===== config.mk =====
export PLATFORM = sky130hd
export DESIGN_NAME = period_meter
export DESIGN_NICKNAME = d
export VERILOG_FILES = /design/src/rtl/period_meter_pkg.sv /design/src/rtl/period_meter_edge_sync.sv /design/src/rtl/period_meter.sv
export SDC_FILE = /design/constraint.sdc
export NUM_CORES = 1
export LEC_CHECK = 0
export CAP_MARGIN = 15
export CORE_AREA = 5 5 72 74
export CTS_CLUSTER_SIZE = 14
export DETAILED_ROUTE_END_ITERATION = 8
export DIE_AREA = 0 0 77 79
export DONT_BUFFER_PORTS = 1
export GPL_ROUTABILITY_DRIVEN = 0
export MAX_ROUTING_LAYER = met4
export PLACE_DENSITY = 0.75
export SLEW_MARGIN = 15
export SYNTH_ARGS = -nofsm -noshare
export SYNTH_HDL_FRONTEND = slang
export SYNTH_SLANG_ARGS = --single-unit

===== constraint.sdc =====
create_clock -name clk_in -period 2 [get_ports clk_in]
set_input_delay 0.3 -clock clk_in [delete_from_list [all_inputs] [get_ports clk_in]]
set_output_delay 0.3 -clock clk_in [all_outputs]
set_load 0.05 [all_outputs]

===== src/rtl/period_meter_pkg.sv =====
// Shared types and defaults for the period meter and its input synchronizer.
package period_meter_pkg;

    typedef enum logic [2:0] {
        IDLE,
        ARM,
        MEAS_HIGH,
        MEAS_LOW,
        DONE
    } state_e;

    localparam int unsigned DEF_CNT_W       = 16;
    localparam int unsigned DEF_SYNC_STAGES = 2;
    localparam int unsigned MIN_SYNC_STAGES = 2;
    localparam int unsigned MAX_SYNC_STAGES = 4;

    // Saturation value of the default-width counter; instances derive theirs from CNT_W.
    localparam logic [DEF_CNT_W-1:0] DEF_CNT_MAX = '1;

endpackage


===== src/rtl/period_meter_edge_sync.sv =====
// Multi-flop synchronizer for an asynchronous level, followed by a
// single-cycle rise/fall detector on the synchronized value.
module edge_sync
    import period_meter_pkg::*;
#(
    parameter int unsigned SYNC_STAGES = DEF_SYNC_STAGES
) (
    input  logic clk_in,
    input  logic rst_n,
    input  logic sig_in,
    output logic rise,
    output logic fall
);

    logic [SYNC_STAGES-1:0] sync_q;
    logic [SYNC_STAGES-1:0] sync_d;
    logic                   sig_d_q;
    logic                   sig_d_d;
    logic                   sig_s;

    always_comb begin
        sync_d  = {sync_q[SYNC_STAGES-2:0], sig_in};
        sig_s   = sync_q[SYNC_STAGES-1];
        sig_d_d = sig_s;
        rise    = sig_s & ~sig_d_q;
        fall    = ~sig_s & sig_d_q;
    end

    always_ff @(posedge clk_in or negedge rst_n) begin
        if (!rst_n) begin
            sync_q  <= '0;
            sig_d_q <= 1'b0;
        end else begin
            sync_q  <= sync_d;
            sig_d_q <= sig_d_d;
        end
    end

endmodule


===== src/rtl/period_meter.sv =====
// Measures period and high time of a slow asynchronous signal in clk_in
// cycles; results are handed to the core via start / valid / ack.
module period_meter
    import period_meter_pkg::*;
#(
    parameter int unsigned CNT_W       = DEF_CNT_W,
    parameter int unsigned SYNC_STAGES = DEF_SYNC_STAGES
) (
    input  logic             clk_in,
    input  logic             reset,
    input  logic             sig_in,
    input  logic             start,
    input  logic             ack,
    output logic             busy,
    output logic             valid,
    output logic [CNT_W-1:0] period,
    output logic [CNT_W-1:0] high_time,
    output logic             overflow
);

    localparam logic [CNT_W-1:0] CNT_MAX = {CNT_W{1'b1}};
    localparam logic [CNT_W-1:0] CNT_ONE = {{(CNT_W-1){1'b0}}, 1'b1};

    state_e           state_q, state_d;
    logic [CNT_W-1:0] cnt_q, cnt_d;
    logic [CNT_W-1:0] period_q, period_d;
    logic [CNT_W-1:0] high_q, high_d;
    logic             busy_q, busy_d;
    logic             valid_q, valid_d;
    logic             ovf_q, ovf_d;
    logic [CNT_W-1:0] cnt_inc;
    logic             rise;
    logic             fall;

    edge_sync #(
        .SYNC_STAGES(SYNC_STAGES)
    ) u_edge_sync (
        .clk_in (clk_in),
        .rst_n  (reset),
        .sig_in (sig_in),
        .rise   (rise),
        .fall   (fall)
    );

    always_comb begin
        state_d  = state_q;
        cnt_d    = cnt_q;
        period_d = period_q;
        high_d   = high_q;
        busy_d   = busy_q;
        valid_d  = valid_q;
        ovf_d    = ovf_q;
        // Counter holds at all-ones rather than wrapping.
        cnt_inc  = (cnt_q == CNT_MAX) ? cnt_q : cnt_q + CNT_ONE;

        unique case (state_q)
            IDLE: begin
                if (start) begin
                    state_d = ARM;
                    busy_d  = 1'b1;
                    valid_d = 1'b0;
                    ovf_d   = 1'b0;
                    cnt_d   = '0;
                end else if (ack && valid_q) begin
                    valid_d = 1'b0;
                end
            end
            ARM: begin
                if (rise) begin
                    cnt_d   = CNT_ONE;
                    state_d = MEAS_HIGH;
                end
            end
            MEAS_HIGH: begin
                if (fall) begin
                    high_d  = cnt_q;
                    cnt_d   = cnt_inc;
                    state_d = MEAS_LOW;
                end else if (cnt_q == CNT_MAX) begin
                    ovf_d    = 1'b1;
                    period_d = CNT_MAX;
                    high_d   = CNT_MAX;
                    state_d  = DONE;
                end else begin
                    cnt_d = cnt_inc;
                end
            end
            MEAS_LOW: begin
                if (rise) begin
                    period_d = cnt_q;
                    state_d  = DONE;
                end else if (cnt_q == CNT_MAX) begin
                    ovf_d    = 1'b1;
                    period_d = CNT_MAX;
                    state_d  = DONE;
                end else begin
                    cnt_d = cnt_inc;
                end
            end
            DONE: begin
                valid_d = 1'b1;
                busy_d  = 1'b0;
                state_d = IDLE;
            end
            default: begin
                state_d = IDLE;
            end
        endcase
    end

    always_ff @(posedge clk_in or negedge reset) begin
        if (!reset) begin
            state_q  <= IDLE;
            cnt_q    <= '0;
            period_q <= '0;
            high_q   <= '0;
            busy_q   <= 1'b0;
            valid_q  <= 1'b0;
            ovf_q    <= 1'b0;
        end else begin
            state_q  <= state_d;
            cnt_q    <= cnt_d;
            period_q <= period_d;
            high_q   <= high_d;
            busy_q   <= busy_d;
            valid_q  <= valid_d;
            ovf_q    <= ovf_d;
        end
    end

    assign busy      = busy_q;
    assign valid     = valid_q;
    assign period    = period_q;
    assign high_time = high_q;
    assign overflow  = ovf_q;

endmodule


Yosys cells after proc, flatten, opt, wreduce, memory -nomap -nowiden

Index checks and enable logic that the tools add are counted.

Input bits: 5
Flip-flop bits (word level): 57
Logic and storage cells: 67
Output and inout port bits: 35

Reduce and logical (&&, ||, !) cells: 14
Muxes and demuxes: 29
Equality and inequality tests: 10
Bitwise logic cells: 4
Add/subtract/negate cells: 1

Operator list:

| operator                                                        | number |
|---|---|
| 16-bit 2-to-1 mux                                               | 11 |
| 16-bit case mux with 4 select lines                             | 1 |
| 16-bit case mux with 2 select lines                             | 1 |
| 16-bit by 1-bit adder with 16-bit output, second input constant | 1 |
| 16-bit == test, second input constant                           | 1 |
| 3-bit 2-to-1 mux                                                | 5 |
| 3-bit case mux with 4 select lines                              | 1 |
| 2-bit AND reduction                                             | 5 |
| 2-bit inequality test, second input constant                    | 4 |
| 4-bit AND reduction                                             | 2 |
| 1-bit 2-to-1 mux                                                | 7 |
| 3-bit by 2-bit == test with 1-bit output, second input constant | 2 |
| 2-bit nonzero test                                              | 3 |
| 1-bit case mux with 2 select lines                              | 2 |
| 4-bit nonzero test                                              | 1 |
| 3-bit by 1-bit == test with 1-bit output, second input constant | 1 |
| 3-bit == test, second input constant                            | 1 |
| 3-bit zero test                                                 | 1 |
| 3-bit inequality test, second input constant                    | 1 |
| 1-bit case mux with 3 select lines                              | 1 |
| 3-bit nonzero test                                              | 1 |
| 1-bit bitwise AND                                               | 2 |
| 1-bit inverter                                                  | 2 |
| 1-bit logical AND                                               | 1 |

Logic depth before layout (Yosys ltp)

Gate-level depths: netlist of run 1.

Depth after elaboration: 5
Gate-level depth with buffers: 8
Gate-level depth less buffers: 6

Cells and area by module

From an unflattened synthesis of run 1, not the netlist that was laid out.

Cell total of the unflattened synthesis: 219
Area total of the unflattened synthesis: 2,563.7 sq um

By module, submodules not included:

| module       | instances | cells an instance | area each (sq um) |
|---|---|---|---|
| period_meter | 1         | 214               | 2,473.6 |
| edge_sync    | 1         | 5                 | 90.1 |

Worst setup path after synthesis of run 1

OpenSTA, ideal clock, no wires.

Kind: flip-flop to flip-flop
Start point: reg cnt_q[0]
End point: reg period_q[10] (netlist: period[10])
Period minus slack after synthesis: 1.862 ns
Path slack: 0.138 ns
Arrival: 1.796 ns
Stages on the path, launching flop included: 8
Cell sequence: dfrtp_1 ha_1 nand4_1 nor3_4 nand2_2 o31ai_4 buf_6 o22a_1

Cells in the longest elaborated chain, start to end: 4

RTL lines:

| what                                        | RTL line                               | source |
|---|---|---|
| start: declaration                          | period_meter.sv:25                     | `logic [CNT_W-1:0] cnt_q, cnt_d;` |
| start signal: assignment                    | period_meter.sv:122                    | `cnt_q <= cnt_d;` |
| 16-bit == test *                            | period_meter.sv:79, period_meter.sv:92 |  |
| 16-bit 2-to-1 mux *                         | -                                      |  |
| 16-bit 2-to-1 mux, on equally long branches | -                                      |  |
| 16-bit case mux with 2 select lines *       | -                                      |  |
| end signal: assignment                      | period_meter.sv:123                    | `period_q <= period_d;` |
| end: declaration                            | period_meter.sv:26                     | `logic [CNT_W-1:0] period_q, period_d;` |

Every way passes the cells marked *; elsewhere a longest branch is shown, timed or not. The select of a mux whose other input is x is not followed.
A chain may end at the register's enable or synchronous reset.

Worst setup path in the final report of run 1

Start point: reg cnt_q[1]
End point: reg period_q[2] (netlist: period[2])

Same word-level chain as after synthesis.

==> reports/metrics.cfg, run 1 <==
[floorplan]
die-area_um2=6080
dieHeight_um=79
io_pins=40
rows=25
core_area_um2=4540
die_x_um=77
start_util_pct=56.9

[sta]
slew_headroom_pct=66.5
skew_ps=8.70
hold_viol_final=0
fin_tns_setup_ps=0
min_period_ps=1880
rsz0062_at_grt=true
setup_violations=0
setup_ws_ps=124
tightest_slew_ps=502
final.period_utilization_pct=93.8
max_freq_ghz=0.533
drv_slew=0

[yosys]
synth_cell_types=44
synth_area_leaders=dfrtp_1 (55%), o22a_1 (11%), xnor2_1 (2.7%)
yosys-top-cells-count=dfrtp_1 (57), o22a_1 (32), nor2_1 (18), nand2_1 (11), buf_2 (10)
synth-edff-count=0
synth-seq-cells=57
yosysWarnings=0
syn_area_um2=2580
synthFlopType=dfrtp_1
syn_nets=230
syn_avg_cell_area_um2=11.5
yosysSeqAreaShare_pct=55.2
synth_most_common_cell=dfrtp_1
synth_area_leader_cell=dfrtp_1
synth_cells=224
synth_top_area_share_pct=55.2
synthArstFlopShare_pct=100

[grt]
grtUsageTotal_pct=22.2
grt_max_degree=58
grt_remaining_overflow=0
grt_pass1_wl_mm=10.2
antenna_found_initial=0
grt_pass1_vias=2042

[power]
peakVddDrop_uv=1120
p_total_mw=5.49
p_per_area_nw_per_um2=1810
p_leak_nw=1.31

[routing]
num_vias=1904
drt_iter0_drc=188
via_per_inst=6.26
finalWirelength_mm=5.99
drcViolationCount=0
wl_per_cell_um=19.7
drtPass1Iterations=5
postRouteAntennaNets=0

[clock_tree]
clk_latency_ps=340
clk_pin_slew_worst_paths_ps=60
cts.sinks=57
cts_root_buf=clkbuf_8
clockBufferDepth=2
htree_num_levels=3
tritoncts=done
cts_inserted_buffers=9

[worst_setup_path]
cp-end-kind=register
cp-start-kind=register
startpoint=cnt_q[1]$_DFFE_PN0P_
cp_data_arrival_time_ps=2150
path_buf_inv=1
cpMaxStageDelayCell=dfrtp_1
r2r_start=cnt_q[1]$_DFFE_PN0P_
max_stage_delay_ps=360
criticalPathCategory=reg2reg
crit_path_cell_trace=ha_1 -> nand4_1 -> nor3_4 -> nand2_2 -> o31ai_4 -> buf_4 -> o22a_1
critPathMaxFanout=8
crit_family=simple AND/OR/NAND/NOR gates
required_ps=2270

[finish]
stdcell_area_um2=3030
drive_gt1_share_pct=22.0
nNetsFinal=251
antennaDiodeCount=0
syn_to_final_growth_pct=17.4

[worst_hold_path]
min_from=start
hold_path_class=in2reg

[job]
max_cap_violations=0

[placement]
placed_cell_area_um2=2740
hpwlAfterDp_mm=4.11
io_buffer_count=0
place_ws_ps=56.0

[status]
status=finished, final reports clean

cell type report:
type                    count  area [um^2]
clock inverters             5         77.6
clock buffers              11          151
well taps                  54         67.6
inverters                   4         15.0
fillers                   321         1500
multi-input cells         144         1040
repair buffers             29          250
flip-flops and latches     57         1430
metrics by stage:
stage          std cells  hold slack, ps  utilization (%)
3_3_place_gp         284            6.47             60.3
4_1_cts              303             144             66.4
3_5_place_dp         284            6.72             60.3
6_report             304             157             66.9
2_1_floorplan        224            4.41                -
5_1_grt              304             142             66.9
metal layers:
layer | GRT usage, % | routed length, um | share of wire (%) | up-vias
met5 | - | 0 | 0 | -
met4 | 9.79 | 150 | 2.5 | 0
met3 | 7.03 | 348 | 5.8 | 17
met2 | 34.2 | 3020 | 50 | 56
met1 | 27.1 | 2470 | 41 | 965
li1 | - | - | - | 866
power breakdown:
| group | internal [mW] | switching (mW) |
|---|---|---|
| clock network | 0.764 | 0.454 |
| registers | 1.54 | 1.57 |
| logic | 0.550 | 0.603 |
path summary, 6_finish.rpt:
check	depth (start not counted)	to	slack (ps)
hold reg to reg	0	u_edge_sync.sync_q[1]$_DFF_PN0_	360
setup reg to reg	7	period[2]$_DFFE_PN0P_	120
max in group asynchronous	2	cnt_q[9]$_DFFE_PN0P_	1270
hold / removal	2	busy$_DFFE_PN0P_	160
min in group asynchronous	2	busy$_DFFE_PN0P_	480
setup / recovery	7	period[2]$_DFFE_PN0P_	120
cells by family (layout without fill, tap and decap cells):
kind of cell	after synthesis	in the layout	share of synthesized area, %
compound gates	70	70	22.5
simple gates	62	62	13.4
flops	57	57	55.2
buf+inv	23	49	4.55
xor+xnor	8	8	2.71
mux	3	3	1.16
fa+ha+maj	1	1	0.484
layout by cell type, fill, tap and decap left out, drive strengths merged, types with 2 or more instances in the layout:
master / instances
mux2i: 3
buf: 27
a21o: 2
nand3: 4
nand4: 6
dlygate4sd3: 2
nor3: 4
xnor2: 8
a21oi: 6
a2111oi: 3
a31oi: 3
nand2b: 4
nor2: 19
dfrtp: 57
clkinv: 2
or2: 3
o21ai: 9
inv: 4
a22o: 3
a211oi: 6
bufinv: 2
a41o: 2
nor2b: 3
clkbuf: 11
nand2: 12
o22a: 32
nor4: 3
state kept, by name, summed over array words and instances, names as in the netlist, 2 cells and up:
signal / count
cnt_q: 16
high_time: 16
period: 16
state_q: 3
u_edge_sync.sync_q: 2
worst reg2reg max path, cell delays in order (launching register included):
cell and delay (ps):
dfrtp_1 360, ha_1 220, nand4_1 230, nor3_4 250, nand2_2 130, o31ai_4 270
buf_4 210, o22a_1 150
repair_timing:
item | 4_1_cts | 5_1_grt
setup buffers | 0 | 1
endpoints found under the setup margin | 0 | 22
gates resized for setup | 0 | 4
endpoints found under the hold margin | 58 | 0
hold buffers | 3 | 0
Note: power is estimated with default switching activity, not from simulation.
==> run 2, diff against run 1 <==
- RECOVER_POWER: unset -> 50
==> run 2 against run 1 <==
Net effect:
- setup slack improved by 0.81 ps
- combinational power barely moved
- cell count is the same
- maximum frequency about the same
- hold slack improved by 7.5 ps
- clock-buffer cell count unchanged
- sequential power about the same
- clock power about the same
- critical path depth stayed put
- critical path type unchanged
==> reports/metrics.cfg, run 2 (synthesis results as in run 1) <==
[worst_setup_path]
cp-end-kind=register
cp-start-kind=register
path_buf_inv=1
crit_family=simple AND/OR/NAND/NOR gates
max_stage_delay_ps=360
critPathMaxFanout=8
criticalPathCategory=reg2reg
ff2ff_path_depth=7
crit_cells=7
crit_path_cell_trace=ha_1 -> nand4_1 -> nor3_4 -> nand2_2 -> o31ai_4 -> buf_4 -> o22a_1
cpMaxStageDelayCell=dfrtp_1
cp_data_arrival_time_ps=2140
reg2reg_slack_ps=120
required_ps=2270

[sta]
final.period_utilization_pct=93.8
tightest_slew_ps=1340
hold_slack_ps=164
drv_slew=0
setup_violations=0
hold_viol_final=0
rsz0062_at_grt=true
skew_ps=7.53
min_period_ps=1880
max_freq_ghz=0.533
slew_headroom_pct=10.7
setup_ws_ps=124

[placement]
hpwlAfterDp_mm=4.11
placed_cells=284
io_buffer_count=0
placed_cell_area_um2=2740
place_ws_ps=56.0

[grt]
grt_pass1_vias=2042
grtUsageTotal_pct=22.2
grt_max_degree=58
antenna_found_initial=0
grt_pass1_wl_mm=10.2
grt_remaining_overflow=0

[routing]
drtPass1Iterations=4
postRouteAntennaNets=0
finalWirelength_mm=5.99
via_per_inst=6.22
drcViolationCount=0
num_vias=1890
drt_iter0_drc=160
wl_per_cell_um=19.7

[finish]
stdcell_count=304
syn_to_final_growth_pct=16.4
nNetsFinal=251
drive_gt1_share_pct=21.6
stdcell_area_um2=3010
antennaDiodeCount=0
final_common_cell=dfrtp_1
final_cell_mix=dfrtp_1 (57), o22a_1 (32), buf_4 (23)
fill_cells=323

[clock_tree]
clk_latency_ps=330
htree_num_levels=3
tritoncts=done
cts_root_buf=clkbuf_8
cts.sinks=57
cts_inserted_buffers=9
clk_pin_slew_worst_paths_ps=60
clockBufferDepth=2

[floorplan]
start_util_pct=56.9
rows=25
io_pins=40
core_area_um2=4540
die_x_um=77
dieHeight_um=79
die-area_um2=6080

[job]
max_cap_violations=0

[worst_hold_path]
hold_depth=2
hold_path_class=in2reg

[status]
status=finished, final reports clean

[power]
p_per_area_nw_per_um2=1820
peakVddDrop_uv=1120
p_leak_nw=1.30
p_total_mw=5.47

[run 2: cell types whose count changed in the layout (fill, tap and decap cells not counted)]
| cell | previous run | this run |
|---|---|---|
| buf_16 | 1 | 0 |
| buf_4 | 24 | 23 |
| clkbuf_1 | 0 | 1 |
| clkbuf_2 | 0 | 1 |
[run 2: worst paths after layout]
check | start | endpoint
worst max register to register | cnt_q[1]$_DFFE_PN0P_ | period[2]$_DFFE_PN0P_
max in group asynchronous | reset | period[14]$_DFFE_PN0P_
worst min-delay path | start | busy$_DFFE_PN0P_
worst min register to register | u_edge_sync.sync_q[0]$_DFF_PN0_ | u_edge_sync.sync_q[1]$_DFF_PN0_
worst max-delay path | cnt_q[1]$_DFFE_PN0P_ | period[2]$_DFFE_PN0P_
min in group asynchronous | reset | overflow$_DFFE_PN0P_
[run 2: layout make-up]
cell class | instances | area, um^2 | share of cell area [%]
flip-flops and latches | 57 | 1430 | 47.4
multi-input cells | 144 | 1040 | 34.7
repair buffers | 29 | 224 | 7.45
clock buffers | 11 | 151 | 5.04
clock inverters | 5 | 77.6 | 2.58
well taps | 54 | 67.6 | 2.25
inverters | 4 | 15.0 | 0.499
[run 2: stage by stage]
| step | TNS (ps) | utilization (%) |
|---|---|---|
| after CTS | 0 | 66.4 |
| after global routing | -1.31 | 66.3 |
| after detailed placement | 0 | 60.3 |
| final | 0 | 66.3 |
| after global placement | 0 | 60.3 |
| after floorplan | 0 | - |
[run 2: per-layer routing]
metal  GRT usage (%)  vias up  wire (um)
li1                -      864          -
met4            9.79        0         93
met1            27.1      953       2400
met5               -        -          0
met2            34.2       61       3050
met3            7.03       12        449
[run 2: power by group]
group / leakage [nW] / switching (mW) / total (mW) / internal (mW)
clock: 0.115 / 0.448 / 1.21 / 0.764
sequential: 0.707 / 1.57 / 3.11 / 1.54
combinational: 0.475 / 0.603 / 1.14 / 0.536
total: 1.30 / 2.62 / 5.47 / 2.84
[run 2: what timing repair did]
action                     CTS  global route
hold buffers                 3             0
resized for setup            0             4
setup endpoints to repair    0            22
buffers inserted             0             1
hold endpoints to repair    58             0
==> run 3, diff against run 2 <==
- PLACE_DENSITY: 0.75 -> unset
- PLACE_DENSITY_LB_ADDON: unset -> 0.3
==> run 3 against run 2 <==
Net effect:
- critical path depth stayed put
- cell count up 0.66%
- first-iteration DRC count is 21% higher
- sequential power up 1%
- clock-buffer cell count unchanged
- hold slack lost 6.0 ps
- clock power hardly changed
- maximum frequency down 4.3%
- critical endpoint is now high_time[12]$_DFFE_PN0P_
==> reports/metrics.cfg, run 3 (synthesis results as in run 1) <==
[sta]
max_freq_ghz=0.510
skew_ps=8.03
slew_headroom_pct=9.82
tightest_slew_ps=1350
setup_violations=0
min_period_ps=1960
hold_viol_final=0
final.period_utilization_pct=97.9
fin_tns_setup_ps=0
drv_slew=0
rsz0062_at_grt=true
hold_slack_ps=158

[worst_setup_path]
cp-end-kind=register
cp_data_arrival_time_ps=2230
timing.rr.end=high_time[12]$_DFFE_PN0P_
critPathCapture=high_time[12]$_DFFE_PN0P_
required_ps=2270
crit_cells=7
cpMaxStageDelayCell=dfrtp_1
critPathMaxFanout=9
r2r_start=cnt_q[1]$_DFFE_PN0P_
reg2reg_slack_ps=40
crit_path_cell_trace=ha_1 -> nand4_1 -> nor3_4 -> nand2_2 -> a211oi_4 -> buf_6 -> o22a_1
crit_family=simple AND/OR/NAND/NOR gates
ff2ff_path_depth=7
max_stage_delay_ps=410
cp-start-kind=register
path_buf_inv=1
startpoint=cnt_q[1]$_DFFE_PN0P_
criticalPathCategory=reg2reg

[power]
p_total_mw=5.49
p_leak_nw=1.32
p_per_area_nw_per_um2=1810
peakVddDrop_uv=1190

[routing]
drt_iter0_drc=194
num_vias=1944
finalWirelength_mm=6.16
drcViolationCount=0
postRouteAntennaNets=0
wl_per_cell_um=20.1
drtPass1Iterations=4
via_per_inst=6.35

[floorplan]
start_util_pct=56.9
core_area_um2=4540
die_x_um=77
rows=25
io_pins=40
die-area_um2=6080
dieHeight_um=79

[placement]
io_buffer_count=0
hpwlAfterDp_mm=4.02
placed_cells=279

[finish]
stdcell_count=306
final_common_cell=dfrtp_1
syn_to_final_growth_pct=17.7
nNetsFinal=253
fill_cells=317
antennaDiodeCount=0
final_cell_mix=dfrtp_1 (57), o22a_1 (32), buf_4 (25)
drive_gt1_share_pct=23.0
final_util_pct=67.0
regArea_um2=1430
multiInputGateArea_um2=1070

[status]
status=finished, final reports clean

[clock_tree]
clk_pin_slew_worst_paths_ps=60
cts_root_buf=clkbuf_8
tritoncts=done
cts_inserted_buffers=9
clk_latency_ps=330
htree_num_levels=3
clockBufferDepth=2
cts.sinks=57

[grt]
grt_max_degree=58
grt_pass1_vias=1944
grt_remaining_overflow=0
antenna_found_initial=0
grt_pass1_wl_mm=9.89
grtUsageTotal_pct=21.2

[job]
max_cap_violations=0

[worst_hold_path]
hold_path_class=in2reg

-- run 3: cell count changes in the layout (fill, tap and decap cells not counted), sizes merged --
cell,change
clkinv,+1
clkbuf,-1
clkinvlp,-1
buf,+3
-- run 3: layer usage --
metal / up-vias / wire length [um] / track usage, %
li1: 874 / - / -
met1: 956 / 2600 / 27.9
met2: 96 / 2960 / 30.5
met3: 18 / 424 / 6.12
met4: 0 / 178 / 10.1
met5: - / 0 / -
-- run 3: metrics by stage --
stage	setup WS, ps	cell area, um^2
floorplan	138	2580
global placement	110	2700
detailed placement	79.4	2700
CTS	57.7	2970
global route	-78.2	3040
finish	41.1	3040
-- run 3: how the worst min path moves through the flow --
stage | from | end | slack [ps] | depth (start not counted)
after floorplan | reset | busy$_DFFE_PN0P_ | 4 | 0
after global placement | reset | u_edge_sync.sync_q[0]$_DFF_PN0_ | 6 | 0
after detailed placement | reset | u_edge_sync.sync_q[0]$_DFF_PN0_ | 6 | 0
after CTS | start | busy$_DFFE_PN0P_ | 150 | 2
after global routing | start | overflow$_DFFE_PN0P_ | 180 | 3
final | start | busy$_DFFE_PN0P_ | 160 | 2
-- run 3: where the power goes --
group          switching, mW  leakage [nW]  total (mW)  internal, mW
combinational          0.589         0.503        1.15         0.563
sequential              1.61         0.707        3.15          1.54
clock                  0.455         0.113        1.19         0.733
total                   2.65          1.32        5.49          2.84
-- run 3: area by class of cell --
| cell class | count | area share (%) |
|---|---|---|
| sequential | 57 | 46.9 |
| multi-input combinational | 144 | 35.2 |
| timing repair buffer | 31 | 7.90 |
| clock buffer | 11 | 4.65 |
| clock inverter | 5 | 2.59 |
| tap | 54 | 2.22 |
| inverter | 4 | 0.494 |
-- run 3: what timing repair did --
item | in CTS | in global routing
hold buffers | 3 | 0
endpoints found under the setup margin | 0 | 44
buffers inserted | 0 | 7
endpoints found under the hold margin | 58 | 0
resized for setup | 0 | 8
